## src/rtl/nor_n_filter.sv

```systemverilog
// nor_n_filter: registered, debounced WIDTH-input reduction gate.
// IN and MODE are captured every edge; the selected reduction (NOR/OR/NAND/AND)
// of the captured bus must disagree with QN for FILT consecutive enabled edges
// before QN/Q flip, and CHG pulses for exactly the cycle in which they flip.
`timescale 1ns/1ps

module nor_n_filter #(
  parameter int   WIDTH   = 3,
  parameter int   FILT    = 4,
  parameter logic RST_VAL = 1'b1
) (
  input  logic             CLK,
  input  logic             RSTB,
  input  logic             EN,
  input  logic [1:0]       MODE,
  input  logic [WIDTH-1:0] IN,
  output logic             QN,
  output logic             Q,
  output logic             CHG
);

  // Counter only has to reach FILT-1, so clog2(FILT+1) bits always suffice.
  localparam int CW = (FILT < 1) ? 1 : $clog2(FILT + 1);
  localparam logic [CW-1:0] CNT_MAX = CW'(FILT - 1);

  typedef enum logic [1:0] {
    MODE_NOR  = 2'b00,
    MODE_OR   = 2'b01,
    MODE_NAND = 2'b10,
    MODE_AND  = 2'b11
  } mode_e;

  // Reject illegal parameterisations at elaboration time.
  if (FILT < 1 || FILT > 255) begin : g_bad_filt
    $error("nor_n_filter: FILT must be in 1..255");
  end
  if (WIDTH < 2) begin : g_bad_width
    $error("nor_n_filter: WIDTH must be at least 2");
  end

  logic [WIDTH-1:0] in_q,   in_d;
  mode_e            mode_q, mode_d;
  logic [CW-1:0]    cnt_q,  cnt_d;
  logic             qn_q,   qn_d;
  logic             q_q,    q_d;
  logic             chg_q,  chg_d;
  logic             raw;

  // Raw reduction of the registered inputs; never sees the unregistered bus.
  always_comb begin
    raw = 1'b0;
    unique case (mode_q)
      MODE_NOR:  raw = ~(|in_q);
      MODE_OR:   raw =   |in_q;
      MODE_NAND: raw = ~(&in_q);
      MODE_AND:  raw =   &in_q;
      default:   raw = 1'b0;
    endcase
  end

  // Next-state logic: input capture plus the stability filter.
  always_comb begin
    // NOTE: every variable assigned here gets a default first, so no path
    // leaves one unassigned and no latch can be inferred.
    in_d   = IN;
    mode_d = mode_e'(MODE);
    cnt_d  = cnt_q;
    qn_d   = qn_q;
    q_d    = q_q;
    chg_d  = 1'b0;
    if (EN) begin
      if (raw == qn_q) begin
        // Agreement (including a bounce back) discards any partial count.
        cnt_d = '0;
      end else if (cnt_q == CNT_MAX) begin
        // Q is computed from raw, not from QN, so both outputs leave flops.
        qn_d  = raw;
        q_d   = ~raw;
        chg_d = 1'b1;
        cnt_d = '0;
      end else begin
        cnt_d = cnt_q + 1'b1;
      end
    end
  end

  // State register with synchronous active-low reset; reset overrides EN.
  always_ff @(posedge CLK) begin
    // NOTE: sequential state uses non-blocking assignments so every flop
    // samples the pre-edge value regardless of statement order.
    if (!RSTB) begin
      in_q   <= '0;
      mode_q <= MODE_NOR;
      cnt_q  <= '0;
      qn_q   <= RST_VAL;
      q_q    <= ~RST_VAL;
      chg_q  <= 1'b0;
    end else begin
      in_q   <= in_d;
      mode_q <= mode_d;
      cnt_q  <= cnt_d;
      qn_q   <= qn_d;
      q_q    <= q_d;
      chg_q  <= chg_d;
    end
  end

  assign QN  = qn_q;
  assign Q   = q_q;
  assign CHG = chg_q;

endmodule

```

## config.mk

```make
export PLATFORM = sky130hd
export DESIGN_NAME = nor_n_filter
export DESIGN_NICKNAME = d
export VERILOG_FILES = /design/src/rtl/nor_n_filter.sv
export SDC_FILE = /design/constraint.sdc
export NUM_CORES = 1
export LEC_CHECK = 0
export ABC_AREA = 1
export BUFFER_PORTS_ARGS = -buffer_cell sky130_fd_sc_hd__buf_4
export CAP_MARGIN = 20
export CORE_AREA = 3 3 40 42
export CTS_BUF_LIST = sky130_fd_sc_hd__clkbuf_8
export CTS_CLUSTER_DIAMETER = 50
export DETAILED_ROUTE_END_ITERATION = 10
export DIE_AREA = 0 0 43 45
export HOLD_SLACK_MARGIN = 0.15
export SETUP_SLACK_MARGIN = 0.4
export SLEW_MARGIN = 10
export SYNTH_ARGS = -nofsm -noshare
export SYNTH_HDL_FRONTEND = slang
export SYNTH_SLANG_ARGS = --single-unit
```

## constraint.sdc

```tcl
create_clock -name CLK -period 2 [get_ports CLK]
set_input_delay 0.2 -clock CLK [delete_from_list [all_inputs] [get_ports CLK]]
set_output_delay 0.2 -clock CLK [all_outputs]
set_load 0.01 [all_outputs]
```

==> run_results.csv <==
group,metric,value,unit
status,status,"finished, final reports clean",
placed_design,portBuffers,10,
clock_network,clockBufferDepth,2,
clock_network,post_cts_buffers,0,
power_and_ir_drop,pwr-share-comb,11.3,%
routing,wl,836,µm
synth,synth_top_area_cell,"dfxtp_1",
die,die_area,1940,µm²
worst_setup_path,r2r_cells,6,
power_and_ir_drop,power_leakage,0.363,nW
cells_and_area,drive_above_1_share,29.1,%
routing,drc,0,
clock_network,clk_latency,0.23,ns
timing,fin_crit,1.25,ns
timing,worst_slew_pin_slew,0.337,ns
synth,yosysTopAreaCellShare,45.6,%
grt,grt_usage,10.5,%
worst_setup_path,path_class,"flip-flop to flip-flop",
flow_run,max_cap_viol_count,0,
routing,drt-wirelength-per-cell,8.89,µm
synth,ys_seq_elements,11,
synth,post_synth.cell_area_avg,7.92,µm²
timing,hold_viol_final,0,
routing,vias_per_cell,4.35,
grt,grt-ovfl-total,0,
synth,synth-simple-area-share,32.4,%
worst_setup_path,worstReg2RegStart,"cnt_q[0]$_SDFFE_PN0P_",
power_and_ir_drop,peakVddDrop,490,µV
grt,grt_pass1_vias,367,
timing,finalCritPeriodShare,62.7,%
clock_network,cts_root_buf,"clkbuf_8",
routing,drt_iter0_drc,3,
placed_design,gp_congestion,0.716,
synth,synthMuxAreaShare,0,%
die,initial_core_util,37.6,%
timing,skew,0.000937,ns
routing,postRouteAntennaNets,0,
worst_setup_path,critical_path.max_fanout,5,
synth,synthXorXnorAreaFrac,0,%
cells_and_area,post-route-cell-area,668,µm²
cells_and_area,fin_nets,89,
grt,antenna_found_initial,0,
synth,yosys-top-cells-area,"dfxtp_1 (46%), inv_1 (11%), nand2_1 (7.0%)",
synth,synth_nets,70,
placed_design,placed_area,573,µm²
worst_setup_path,worstPathArrival,1.38,ns
power_and_ir_drop,pwr-share-seq,46.0,%
hold_path,hold_class,"input port to flip-flop",
timing,fin_setup_tns,0,ns
timing,finalSetupViolations,0,
die,rows,13,
clock_network,cts_inserted_buffers,3,
power_and_ir_drop,p_switching,0.000112,W
synth,synthCells,61,
routing,first_pass_iters,4,
clock_network,cts_resized,0,
grt,grt_pass1_wl,1460,µm
synth,yosysSeqAreaShare,45.6,%
synth,ys_warn_count,0,
clock_network,h-tree-depth,1,
synth,yosysUniqueCellTypes,16,
timing,slew_headroom,77.5,%
die,chipHeight,45,µm
timing,rsz0062_at_grt,"false",
cells_and_area,area_growth,38.3,%
power_and_ir_drop,p_sw_share,22.3,%
worst_setup_path,start_kind,"flip-flop",
power_and_ir_drop,p_int,0.000390,W
routing,vias,409,
timing,slew_viol_final,0,
die,core_area,1280,µm²
clock_network,clock_sinks,11,
worst_setup_path,r2r_slack,0.75,ns
power_and_ir_drop,clock_power_share,42.7,%
cells_and_area,diodes,0,
hold_path,worstHoldPathCells,2,
clock_network,cts_tree,"done",
cells_and_area,fill_cells,118,
worst_setup_path,critPathCaptureType,"flip-flop",
grt,grt_max_degree,9,
die,num_io_pins,11,
timing,max_freq,0.798,GHz
hold_path,min_to,"cnt_q[2]$_SDFFE_PN0P_",
hold_path,min-delay-start,"EN",
cells_and_area,final_util,52.0,%
synth,synth-adder-area-share,2.59,%
power_and_ir_drop,p_per_area,751,nW/µm²
die,die_w,43,µm
clock_network,clk_pin_slew,0.05,ns
synth,synth_top_family_by_area,"simple AND/OR/NAND/NOR gates",
synth,syn_area,483,µm²
worst_setup_path,reg2reg_to,"QN$_SDFFE_PN1P_",
worst_setup_path,required,2.12,ns
placed_design,dpl.hpwl,635,µm
synth,synth_compound_area_share,7.77,%
-- metal layers --
layer	global-route usage [%]	routed length, µm	up-vias	part of all wire (%)
met4	7.23	16	0	1.9
met2	14.1	366	8	44
li1	-	-	225	-
met3	3.59	29	2	3.5
met1	14.1	423	174	51
met5	0	0	-	0
-- power by group through the flow --
stage	Combinational (W)	Sequential (W)	Clock, W
6_report	0.0000567	0.000231	0.000214
5_1_grt	0.0000637	0.000232	0.000231
4_1_cts	0.0000573	0.000231	0.000221
3_5_place_dp	0.0000496	0.000235	0
3_3_place_gp	0.0000480	0.000235	0
2_1_floorplan	0.0000323	0.000235	0
-- cell type report --
cell class	count	area (µm²)	area share, %
Sequential cell	11	220	33.0
Multi-Input combinational cell	35	206	30.9
Timing Repair Buffer	15	125	18.7
Inverter	14	52.6	7.87
Clock buffer	3	41.3	6.18
Tap cell	15	18.8	2.81
Clock inverter	1	3.75	0.562
-- how the worst max path moves through the flow --
stage                          startpoint              end  slack (ns)  depth (start not counted)
CTS                 cnt_q[0]$_SDFFE_PN0P_  QN$_SDFFE_PN1P_        0.74                          6
detailed placement  cnt_q[0]$_SDFFE_PN0P_  QN$_SDFFE_PN1P_        0.75                          6
finish              cnt_q[0]$_SDFFE_PN0P_  QN$_SDFFE_PN1P_        0.75                          6
global placement    cnt_q[0]$_SDFFE_PN0P_  QN$_SDFFE_PN1P_        0.77                          6
floorplan           cnt_q[0]$_SDFFE_PN0P_  QN$_SDFFE_PN1P_        0.85                          6
global route        cnt_q[0]$_SDFFE_PN0P_  QN$_SDFFE_PN1P_        0.57                          6
-- critical path: stages, from the launching register on --
cell and delay, ns:
dfxtp_1 0.35, ha_1 0.15, inv_1 0.04, nor2_1 0.27, nand4_1 0.19, inv_1 0.08
o21ai_1 0.06
-- logic make-up (layout without fill, tap and decap cells) --
logic type | count (synthesis) | in the layout
DFF | 11 | 11
and+or+nand+nor | 28 | 28
buffers and inverters | 15 | 33
AOI/OAI and AO/OA | 6 | 6
adders and majority gates | 1 | 1
-- through the flow --
step | hold WS [ns] | std cells | worst slack [ns] | total power [W]
finish | 0.204 | 94 | 0.746 | 0.000502
global route | 0.215 | 94 | 0.575 | 0.000526
CTS | 0.197 | 94 | 0.736 | 0.000510
detailed placement | 0.388 | 85 | 0.754 | 0.000285
global placement | 0.381 | 85 | 0.766 | 0.000283
floorplan | 0.291 | 61 | 0.848 | 0.000267
-- synth_stat cells --
library cell	instances
a21oi_1	3
a21oi_2	1
a41oi_1	1
clkbuf_1	1
dfxtp_1	11
ha_1	1
inv_1	14
nand2_1	9
nand2_2	5
nand2_4	1
nand3_1	2
nand3_2	2
nand4_1	3
nand4_2	1
nor2_1	5
o21ai_1	1
-- layout by cell type, fill, tap and decap left out, drive strengths merged --
cell / n
dlygate4sd3: 5
nand3: 4
nand2: 15
buf: 10
dfxtp: 11
a41oi: 1
inv: 15
nand4: 4
clkbuf: 3
o21ai: 1
nor2: 5
ha: 1
a21oi: 4
-- what timing repair did --
item	CTS	global route
hold buffers	5	0
hold endpoints to repair	5	0
setup endpoints to repair	0	0
-- state kept, by name (all words and copies together) (netlist names) --
signal / flops
cnt_q: 3
in_q: 3
CHG: 1
QN: 1
mode_q: 2
Q: 1
Power figures use the tool's default switching activity.
